--- src/rtl/sys_cmd_gen_if.sv ---
// Bundle of command request, UART byte-stream and response signals of the host command generator.
// The generator uses the master modport; the requester/UART environment uses the slave modport.
interface sys_cmd_gen_if;
   logic        cmdVld;
   logic        cmdRdy;
   logic [1:0]  cmdType;
   logic [3:0]  cmdAddr;
   logic [7:0]  cmdData;
   logic [7:0]  cmdOpa;
   logic [7:0]  cmdOpb;
   logic [3:0]  cmdFun;
   logic [7:0]  txPData;
   logic        txDVld;
   logic        txRdy;
   logic [7:0]  rxPData;
   logic        rxDVld;
   logic [15:0] rspData;
   logic        rspVld;
   logic        rspTimeout;
   logic        busy;

   modport master (
      input  cmdVld, cmdType, cmdAddr, cmdData, cmdOpa, cmdOpb, cmdFun,
      input  txRdy, rxPData, rxDVld,
      output cmdRdy, txPData, txDVld, rspData, rspVld, rspTimeout, busy
   );

   modport slave (
      output cmdVld, cmdType, cmdAddr, cmdData, cmdOpa, cmdOpb, cmdFun,
      output txRdy, rxPData, rxDVld,
      input  cmdRdy, txPData, txDVld, rspData, rspVld, rspTimeout, busy
   );
endinterface

--- src/rtl/sys_cmd_gen.sv ---
// Host-side command frame generator: serializes one command into the framed byte stream,
// then collects its 1- or 2-byte response with a restartable timeout.
module sys_cmd_gen #(
   parameter int unsigned TIMEOUT_CYC = 4096
) (
   input  logic          i_clk,
   input  logic          i_rst_n,
   sys_cmd_gen_if.master bus
);
   typedef enum logic [1:0] {IDLE, SEND, WAIT_RSP} state_t;

   localparam logic [15:0] TO_LAST = 16'(TIMEOUT_CYC - 1);

   state_t      r_state;
   logic [1:0]  r_idx;
   logic [1:0]  r_type;
   logic [3:0]  r_addr;
   logic [3:0]  r_fun;
   logic [7:0]  r_data;
   logic [7:0]  r_opa;
   logic [7:0]  r_opb;
   logic [7:0]  r_b0;
   logic        r_haveB0;
   logic [15:0] r_cnt;
   logic [7:0]  r_txData;
   logic        r_txVld;
   logic [15:0] r_rspData;
   logic        r_rspVld;
   logic        r_rspTo;

   logic [7:0]  w_header;
   logic [1:0]  w_lastIdx;
   logic [1:0]  w_nextIdx;
   logic [7:0]  w_nextByte;

   assign w_nextIdx = r_idx + 2'd1;

   always_comb begin
      w_header   = 8'hAA;
      w_lastIdx  = 2'd1;
      w_nextByte = {4'h0, r_fun};
      case (bus.cmdType)
         2'd0:    w_header = 8'hAA;
         2'd1:    w_header = 8'hBB;
         2'd2:    w_header = 8'hCC;
         default: w_header = 8'hDD;
      endcase
      // Payload bytes come from the latched fields; index 0 (header) is loaded at accept.
      case (r_type)
         2'd0: begin
            w_lastIdx  = 2'd2;
            w_nextByte = (w_nextIdx == 2'd1) ? {4'h0, r_addr} : r_data;
         end
         2'd1: begin
            w_lastIdx  = 2'd1;
            w_nextByte = {4'h0, r_addr};
         end
         2'd2: begin
            w_lastIdx = 2'd3;
            case (w_nextIdx)
               2'd1:    w_nextByte = r_opa;
               2'd2:    w_nextByte = r_opb;
               default: w_nextByte = {4'h0, r_fun};
            endcase
         end
         default: begin
            w_lastIdx  = 2'd1;
            w_nextByte = {4'h0, r_fun};
         end
      endcase
   end

   always_ff @(posedge i_clk or negedge i_rst_n) begin
      if (!i_rst_n) begin
         r_state   <= IDLE;
         r_idx     <= 2'd0;
         r_type    <= 2'd0;
         r_addr    <= 4'h0;
         r_fun     <= 4'h0;
         r_data    <= 8'h00;
         r_opa     <= 8'h00;
         r_opb     <= 8'h00;
         r_b0      <= 8'h00;
         r_haveB0  <= 1'b0;
         r_cnt     <= 16'h0000;
         r_txData  <= 8'h00;
         r_txVld   <= 1'b0;
         r_rspData <= 16'h0000;
         r_rspVld  <= 1'b0;
         r_rspTo   <= 1'b0;
      end else begin
         r_rspVld <= 1'b0;
         r_rspTo  <= 1'b0;
         case (r_state)
            IDLE: begin
               if (bus.cmdVld) begin
                  r_type   <= bus.cmdType;
                  r_addr   <= bus.cmdAddr;
                  r_data   <= bus.cmdData;
                  r_opa    <= bus.cmdOpa;
                  r_opb    <= bus.cmdOpb;
                  r_fun    <= bus.cmdFun;
                  r_txData <= w_header;
                  r_txVld  <= 1'b1;
                  r_idx    <= 2'd0;
                  r_state  <= SEND;
               end
            end
            SEND: begin
               if (r_txVld && bus.txRdy) begin
                  if (r_idx == w_lastIdx) begin
                     r_txVld  <= 1'b0;
                     r_idx    <= 2'd0;
                     r_cnt    <= 16'h0000;
                     r_haveB0 <= 1'b0;
                     r_state  <= (r_type == 2'd0) ? IDLE : WAIT_RSP;
                  end else begin
                     r_idx    <= w_nextIdx;
                     r_txData <= w_nextByte;
                  end
               end
            end
            WAIT_RSP: begin
               // A byte arriving on the expiry cycle takes priority over the timeout.
               if (bus.rxDVld) begin
                  r_cnt <= 16'h0000;
                  if (r_type == 2'd1) begin
                     r_rspData <= {8'h00, bus.rxPData};
                     r_rspVld  <= 1'b1;
                     r_state   <= IDLE;
                  end else if (!r_haveB0) begin
                     r_b0     <= bus.rxPData;
                     r_haveB0 <= 1'b1;
                  end else begin
                     r_rspData <= {bus.rxPData, r_b0};
                     r_rspVld  <= 1'b1;
                     r_state   <= IDLE;
                  end
               end else if (r_cnt == TO_LAST) begin
                  r_rspTo <= 1'b1;
                  r_state <= IDLE;
               end else begin
                  r_cnt <= r_cnt + 16'd1;
               end
            end
            default: r_state <= IDLE;
         endcase
      end
   end

   assign bus.cmdRdy     = (r_state == IDLE);
   assign bus.busy       = (r_state != IDLE);
   assign bus.txPData    = r_txData;
   assign bus.txDVld     = r_txVld;
   assign bus.rspData    = r_rspData;
   assign bus.rspVld     = r_rspVld;
   assign bus.rspTimeout = r_rspTo;
endmodule

--- src/flat_wrapper.sv ---
// flat-port wrapper written by rule: the top's interface ports become plain ports
module sys_cmd_gen_flat 
#(
   parameter int unsigned TIMEOUT_CYC = 4096
)
  (i_clk, i_rst_n, bus_cmdVld, bus_cmdType, bus_cmdAddr, bus_cmdData, bus_cmdOpa, bus_cmdOpb, bus_cmdFun, bus_txRdy, bus_rxPData, bus_rxDVld, bus_cmdRdy, bus_txPData, bus_txDVld, bus_rspData, bus_rspVld, bus_rspTimeout, bus_busy);
  sys_cmd_gen_if bus_i ();
  input  logic i_clk;
  input  logic i_rst_n;
  input wire logic [$bits(bus_i.cmdVld)-1:0] bus_cmdVld;
  input wire logic [$bits(bus_i.cmdType)-1:0] bus_cmdType;
  input wire logic [$bits(bus_i.cmdAddr)-1:0] bus_cmdAddr;
  input wire logic [$bits(bus_i.cmdData)-1:0] bus_cmdData;
  input wire logic [$bits(bus_i.cmdOpa)-1:0] bus_cmdOpa;
  input wire logic [$bits(bus_i.cmdOpb)-1:0] bus_cmdOpb;
  input wire logic [$bits(bus_i.cmdFun)-1:0] bus_cmdFun;
  input wire logic [$bits(bus_i.txRdy)-1:0] bus_txRdy;
  input wire logic [$bits(bus_i.rxPData)-1:0] bus_rxPData;
  input wire logic [$bits(bus_i.rxDVld)-1:0] bus_rxDVld;
  output wire logic [$bits(bus_i.cmdRdy)-1:0] bus_cmdRdy;
  output wire logic [$bits(bus_i.txPData)-1:0] bus_txPData;
  output wire logic [$bits(bus_i.txDVld)-1:0] bus_txDVld;
  output wire logic [$bits(bus_i.rspData)-1:0] bus_rspData;
  output wire logic [$bits(bus_i.rspVld)-1:0] bus_rspVld;
  output wire logic [$bits(bus_i.rspTimeout)-1:0] bus_rspTimeout;
  output wire logic [$bits(bus_i.busy)-1:0] bus_busy;
  assign bus_i.cmdVld = bus_cmdVld;
  assign bus_i.cmdType = bus_cmdType;
  assign bus_i.cmdAddr = bus_cmdAddr;
  assign bus_i.cmdData = bus_cmdData;
  assign bus_i.cmdOpa = bus_cmdOpa;
  assign bus_i.cmdOpb = bus_cmdOpb;
  assign bus_i.cmdFun = bus_cmdFun;
  assign bus_i.txRdy = bus_txRdy;
  assign bus_i.rxPData = bus_rxPData;
  assign bus_i.rxDVld = bus_rxDVld;
  assign bus_cmdRdy = bus_i.cmdRdy;
  assign bus_txPData = bus_i.txPData;
  assign bus_txDVld = bus_i.txDVld;
  assign bus_rspData = bus_i.rspData;
  assign bus_rspVld = bus_i.rspVld;
  assign bus_rspTimeout = bus_i.rspTimeout;
  assign bus_busy = bus_i.busy;
  sys_cmd_gen #(.TIMEOUT_CYC(TIMEOUT_CYC)) u_core (.i_clk(i_clk), .i_rst_n(i_rst_n), .bus(bus_i));
endmodule
--- config.mk ---
export PLATFORM = sky130hd
export DESIGN_NAME = sys_cmd_gen_flat
export DESIGN_NICKNAME = d
export VERILOG_FILES = /design/src/rtl/sys_cmd_gen_if.sv /design/src/rtl/sys_cmd_gen.sv /design/src/flat_wrapper.sv
export SDC_FILE = /design/constraint.sdc
export NUM_CORES = 1
export LEC_CHECK = 0
export CAP_MARGIN = 20
export CORE_MARGIN = 10
export CORE_UTILIZATION = 30
export CTS_CLUSTER_SIZE = 20
export DETAILED_ROUTE_END_ITERATION = 10
export PLACE_DENSITY = 0.57
export SYNTH_ARGS = -nofsm -noshare
export SYNTH_HDL_FRONTEND = slang
export SYNTH_SLANG_ARGS = --single-unit
--- constraint.sdc ---
create_clock -name i_clk -period 2.03 [get_ports i_clk]
set_input_delay 0.406 -clock i_clk [delete_from_list [all_inputs] [get_ports i_clk]]
set_output_delay 0.406 -clock i_clk [all_outputs]
set_load 0.01 [all_outputs]
Word level (Yosys, flattened, before mapping)
Index checks and enable logic that the tools add are counted.
{ "classes": {"addsub": 2, "n_eq_ne": 19, "muxes": 43, "bitwise": 2, "n_reduce_logical": 17} }
{ "op_table": {"columns": ["op", "count"], "rows": [
  ["2-to-1 mux 16 bit", 6],
  ["2-to-1 mux 8 bit", 4],
  ["case mux 16 bit (2 select lines)", 1],
  ["case mux 8 bit (2 select lines)", 2],
  ["case mux 8 bit (3 select lines)", 1],
  ["2-to-1 mux 2 bit", 11],
  ["case mux 7 bit (3 select lines)", 1],
  ["adder 16 x 1 -> 16 bit, second input constant", 1],
  ["equality test 16 x 12 -> 1 bit, second input constant", 1],
  ["AND reduction 4 bit", 4],
  ["2-to-1 mux 1 bit", 12],
  ["AND reduction 5 bit", 2],
  ["equality test 2 x 1 -> 1 bit, second input constant", 4],
  ["equality test 2 bit, second input constant", 4],
  ["!= test 2 bit, second input constant", 4],
  ["case mux 2 bit (2 select lines)", 2],
  ["nonzero test 2 bit", 4],
  ["zero test 2 bit", 3],
  ["case mux 2 bit (3 select lines)", 1],
  ["AND reduction 3 bit", 2],
  ["!= test 2 x 1 -> 1 bit, second input constant", 2],
  ["!= test 4 x 2 -> 1 bit, second input constant", 1],
  ["case mux 1 bit (2 select lines)", 2],
  ["!= test 3 x 2 -> 1 bit, second input constant", 1],
  ["other kinds (6)", 7]
]} }
{ "totals": {"register_bits": 90, "in_bits": 47, "out_inout_bits": 29, "word_cells": 99} }

Logic depth before layout (Yosys ltp)
{ "depth": {"ltp_word": 7, "mapped_depth": 9, "mapped_depth_nobuf": 7} }

Least setup slack after synthesis
OpenSTA, ideal clock, no wires.
{ "synth_timing": {"path_type": "register to register", "startpoint": "register u_core.r_type[1]", "endpoint": "register u_core.r_cnt[12]", "setup_ns": 0.078, "arrival_ns": 1.811, "required_time_ns": 1.952, "setup_slack_ns": 0.142, "path_stages_with_launch": 8, "path_buffers": 2, "synth_period_minus_slack_ns": 1.888, "path_cell_list": "dfrtp_1 > buf_6 > xor2_1 > o31ai_4 > a21oi_2 > buf_6 > or4_1 > a21boi_1"} }
{ "synth_between": {"elab_chain_cells": 5, "elab_cells_between_ends": 6, "cone_classes": "eq/ne (3); mux (1); reduce/logical (2)"} }
{ "synth_rtl": {"columns": ["element", "line", "rtl"], "rows": [
  ["from (decl)", "sys_cmd_gen.sv:16", "logic [1:0] r_type;"],
  ["from (signal assigned)", "sys_cmd_gen.sv:97", "r_type <= bus.cmdType;"],
  ["equality test 2 bit / zero test 2 bit (equally long branches)", "sys_cmd_gen.sv:49", "case (r_type)"],
  ["case mux 2 bit (2 select lines) (*)", "sys_cmd_gen.sv:49", null],
  ["equality test 2 bit (*)", "sys_cmd_gen.sv:111", "if (r_idx == w_lastIdx) begin"],
  ["!= test 2 x 1 -> 1 bit (no line) (*)", null, null],
  ["AND reduction 4 bit (no line) (*)", null, null],
  ["to (signal assigned)", "sys_cmd_gen.sv:143", "r_cnt <= r_cnt + 16'd1;"],
  ["to (decl)", "sys_cmd_gen.sv:24", "logic [15:0] r_cnt;"]
]} }
Every way passes the cells marked *; elsewhere a longest branch is shown, timed or not.
A chain may end at the register's enable or synchronous reset.

Final worst setup path
{ "layout_timing": {"startpoint": "register u_core.r_cnt[0]", "endpoint": "register u_core.r_cnt[14]"} }
{ "layout_between": {"elab_chain_cells": 4, "elab_cells_between_ends": 7, "cone_classes": "add/sub (1); eq/ne (2); mux (3); reduce/logical (1)"} }
{ "layout_rtl": {"columns": ["element", "line", "rtl"], "rows": [
  ["adder 16 x 1 -> 16 bit", "sys_cmd_gen.sv:143", null],
  ["2-to-1 mux 16 bit", "sys_cmd_gen.sv:139", "end else if (r_cnt == TO_LAST) begin"],
  ["2-to-1 mux 16 bit", "sys_cmd_gen.sv:125", "if (bus.rxDVld) begin"],
  ["case mux 16 bit (2 select lines)", "sys_cmd_gen.sv:94", "case (r_state)"]
]} }
Several ways; a longest one is shown, not always the timed one. The select of a mux whose other input is x is not followed.

==> results.txt <==
----------------------------------------------------
[Power]
  Part of the total power dissipated in combinational logic ... 0.375
  Portion of total power attributed to sequential cells ... 0.388
  Relative contribution of the clock network to total power ... 0.237
  Worst vdd ir ... 0.585 mV
  Leakage power summed over all cells ... 2.47 nW
  Internal power ... 4.83 mW
  Pwr per Cell Area ... 1220 mW/mm2
  Net switching share of the total power ... 0.322
  Switching Power ... 2.29 mW

[STA]
  Hold Fails Final Rpt ... 0
  RSZ-0062 raised after global routing ... no
  Setup TNS ... 0 ns
  Post-layout min period ... 1.92 ns
  Worst relative slew slack ... 0.628
  Upper clock frequency limit ... 0.521 GHz
  Transition time at the pin with the least slew margin ... 0.556 ns
  Final number of setup-violating endpoints ... 0
  Worst setup skew after layout ... 0.00510 ns
  Post-route setup slack ... 0.111 ns
  Final clock period utilization by the worst path ... 0.945
  Final Max Tran Viols ... 0

[Floorplan]
  Initial Utilization ... 0.307
  Placeable core area ... 0.0139 mm2
  Number of top-level pins ... 76
  Die Area ... 0.0194 mm2
  Floorplan die height ... 139 um
  Die X-Extent ... 139 um
  Std cell rows ... 43

[Clock network]
  Clock tree from TritonCTS ... done
  Deepest clock path buffer count ... 2
  CTS buffer count ... 9
  Post-CTS clock slew at the launch and capture registers of the worst setup and hold paths ... 0.07 ns
  Clock Root Buffer ... sky130_fd_sc_hd__clkbuf_16
  Clock Sinks ... 90
  Clk_lat worst skew ... 0.35 ns
  Maximum level of the CTS H-tree ... 3

[Final layout]
  Layout cell share with drive strength beyond 1 ... 0.236
  Final standard cell utilization of the core ... 0.420
  Synthesis-to-finish area growth ... 36.8%
  Count of inserted antenna diode cells ... 0
  Number of nets in the layout ... 545
  Filler cells ... 1332
  Non-filler instance count after layout ... 679

[Synthesis]
  Mapped Nets ... 439
  Cell type with the largest total area after synthesis ... sky130_fd_sc_hd__dfrtp_1
  Dominant cell by count in the synthesized netlist ... sky130_fd_sc_hd__dfrtp_1
  Cell count after synthesis ... 388
  Syn. warnings ... 0
  Leading cell types by count after synthesis ... sky130_fd_sc_hd__dfrtp_1, sky130_fd_sc_hd__mux2_2, sky130_fd_sc_hd__nand2_1, sky130_fd_sc_hd__o21ai_0, sky130_fd_sc_hd__a21oi_1
  Async SR Flop Fraction ... 1.00
  Top cell type's share of synthesized area ... 0.526
  Syn Area/Cell ... 11.0 um2
  Part of the Yosys area used for sequential elements ... 0.526
  Synth area leaders ... sky130_fd_sc_hd__dfrtp_1, sky130_fd_sc_hd__mux2_2, sky130_fd_sc_hd__o21ai_0
  Number of synthesized flops with an enable pin ... 0
  Primary FF master, synth ... sky130_fd_sc_hd__dfrtp_1
  Post-synthesis register bit count ... 90
  Number of distinct library cells after synthesis ... 46
  Post-synthesis instance area ... 0.00428 mm2

[Critical path]
  Endpoint kind of the worst setup timing path ... flop
  Endpoint arrival time on the critical path ... 2.19 ns
  Kind of critical path ... flop to flop
  Data required time of the worst path ... 2.30 ns
  Critical Path Fanout Max ... 24
  Type of origin of the critical path ... flop

[Placed design]
  # port buffers ... 75
  Post-Place Worst Slack ... -0.315 ns
  Weighted congestion at the end of routability-driven global placement ... 0.784
  # placed instances ... 661
  Half-perimeter wire length after detailed placement ... 7550 um

[GRT]
  Aggregate global routing overflow ... 0
  Wire length of the first global-routing pass ... 17300 um
  Largest net degree at the start of global routing ... 91
  Number of antenna violations at the first check in global routing ... 0
  Via count of the first global-routing pass ... 3458
  Global-route total usage across every layer ... 0.108

[Outcome]
  Run status ... finished, final reports clean

[Routing]
  Detailed Routing Iterations Pass 1 ... 4
  Count of routing violations after the opening detailed-route iteration ... 125
  Post-detailed-route via-to-cell ratio ... 4.80
  Total wirelength of the detailed-routed design ... 10300 um
  Mean routed wirelength per cell ... 15.1 um
  Number of remaining DRC errors ... 0
  Via count ... 3260
  ANT nets after route ... 0

[Run]
  Max capacitance violation total ... 0

[Hold path]
  Hold crit path type ... primary input to async pin

----------------------------------------------------
-- repair_timing --
action / 4_1_cts / 5_1_grt
buffers inserted: 1 / 1
gates resized for setup: 3 / 12
setup endpoints to repair: 6 / 13
pin swaps: 0 / 1
hold buffers: 0 / 0
-- metrics by stage --
step	hold WS [ns]	power (mW)	area, um2
finish	0.0776	7.13	5850
global route	0.130	7.65	5850
CTS	0.115	7.21	5820
detailed placement	0.470	5.48	5500
global placement	0.463	5.42	5500
floorplan	0.110	4.34	4280
-- critical path, cell delays in order, from the launching register on --
cell	delay, ns
sky130_fd_sc_hd__dfrtp_1	0.42
sky130_fd_sc_hd__ha_1	0.23
sky130_fd_sc_hd__inv_1	0.09
sky130_fd_sc_hd__nor2_1	0.08
sky130_fd_sc_hd__and4_1	0.20
sky130_fd_sc_hd__buf_12	0.16
sky130_fd_sc_hd__or4_1	0.50
sky130_fd_sc_hd__a21boi_1	0.16
-- cell usage in the layout, fill, tap and decap left out, types with 2 or more instances in the layout --
cell type | Yosys | routed
sky130_fd_sc_hd__a21boi_1 | 4 | 9
sky130_fd_sc_hd__a21oi_1 | 17 | 16
sky130_fd_sc_hd__a22oi_1 | 4 | 4
sky130_fd_sc_hd__a2bb2oi_1 | 3 | 3
sky130_fd_sc_hd__a31oi_1 | 4 | 4
sky130_fd_sc_hd__buf_12 | 0 | 5
sky130_fd_sc_hd__buf_4 | 1 | 37
sky130_fd_sc_hd__clkbuf_16 | 0 | 9
sky130_fd_sc_hd__clkdlybuf4s50_1 | 0 | 72
sky130_fd_sc_hd__clkinv_4 | 0 | 4
sky130_fd_sc_hd__clkinvlp_4 | 0 | 2
sky130_fd_sc_hd__dfrtp_1 | 90 | 89
sky130_fd_sc_hd__ha_1 | 4 | 3
sky130_fd_sc_hd__inv_1 | 10 | 10
sky130_fd_sc_hd__mux2_2 | 46 | 46
sky130_fd_sc_hd__mux2i_1 | 11 | 11
sky130_fd_sc_hd__nand2_1 | 40 | 40
sky130_fd_sc_hd__nand2b_1 | 5 | 5
sky130_fd_sc_hd__nand3_1 | 9 | 9
sky130_fd_sc_hd__nand4_1 | 2 | 2
sky130_fd_sc_hd__nor2_1 | 16 | 14
sky130_fd_sc_hd__nor2_2 | 0 | 2
sky130_fd_sc_hd__nor2b_1 | 9 | 8
sky130_fd_sc_hd__nor3_1 | 4 | 4
sky130_fd_sc_hd__nor3b_1 | 3 | 2
sky130_fd_sc_hd__nor3b_2 | 1 | 2
sky130_fd_sc_hd__o21ai_0 | 34 | 34
sky130_fd_sc_hd__o22a_1 | 6 | 6
sky130_fd_sc_hd__o31ai_1 | 12 | 12
sky130_fd_sc_hd__o41ai_1 | 2 | 2
sky130_fd_sc_hd__or4_1 | 9 | 9
-- power groups by stage --
stage	registers, mW	logic (mW)	clock network, mW
floorplan	2.75	1.59	0
CTS	2.77	2.70	1.75
global route	2.85	2.97	1.83
global placement	2.78	2.64	0
detailed placement	2.80	2.68	0
finish	2.76	2.67	1.69
-- final timing paths --
kind / start / to / slack, ns / cells after the start
max: u_core.r_cnt[0] / u_core.r_cnt[14] / 0.11 / 7
min: i_rst_n / u_core.r_opb[6] / 0.08 / 2
max reg2reg: u_core.r_cnt[0] / u_core.r_cnt[14] / 0.11 / 7
min reg2reg: u_core.bus.rspData[3] / u_core.bus.rspData[3] / 0.48 / 2
max in group asynchronous: i_rst_n / u_core.r_cnt[13] / 1.54 / 2
min in group i_clk: u_core.bus.rspData[3] / u_core.bus.rspData[3] / 0.48 / 2
-- layout make-up --
type / instances / area (um2) / area share
Clock buffer: 9 / 225 / 0.0385
Clock inverter: 7 / 80.1 / 0.0137
Inverter: 10 / 37.5 / 0.00641
Multi-Input combinational cell: 267 / 1910 / 0.326
Sequential cell: 90 / 2250 / 0.385
Tap cell: 180 / 225 / 0.0385
Timing Repair Buffer: 116 / 1120 / 0.191
-- sequential cells by signal, indices dropped and copies added, names as in the netlist --
| register | flops |
|---|---|
| u_core.r_opb | 8 |
| u_core.r_fun | 4 |
| u_core.bus.txDVld | 1 |
| u_core.r_cnt | 16 |
| u_core.r_type | 2 |
| u_core.bus.rspTimeout | 1 |
| u_core.r_state | 2 |
| u_core.r_opa | 8 |
| u_core.bus.txPData | 8 |
| u_core.r_data | 8 |
| u_core.r_b0 | 8 |
| u_core.bus.rspVld | 1 |
| u_core.r_addr | 4 |
| u_core.r_idx | 2 |
| u_core.r_haveB0 | 1 |
| u_core.bus.rspData | 16 |
-- layer usage --
metal	wire, um	up-vias	GRT usage
li1	-	1619	-
met1	4630	1570	0.129
met2	4870	64	0.172
met3	686	7	0.0483
met4	96	0	0.0280
met5	0	-	0
-- logic make-up (layout without fill, tap and decap cells) --
family | after synthesis | count (layout) | synth area share
multiplexers | 57 | 57 | 0.147
flip-flops | 90 | 90 | 0.526
AND/OR/NAND/NOR | 107 | 107 | 0.129
adder cells (fa/ha/maj) | 4 | 4 | 0.0117
buffers and inverters | 31 | 142 | 0.0357
XOR/XNOR | 1 | 1 | 0.00205
AO/OA/AOI/OAI | 98 | 98 | 0.148
Power figures use the tool's default switching activity.
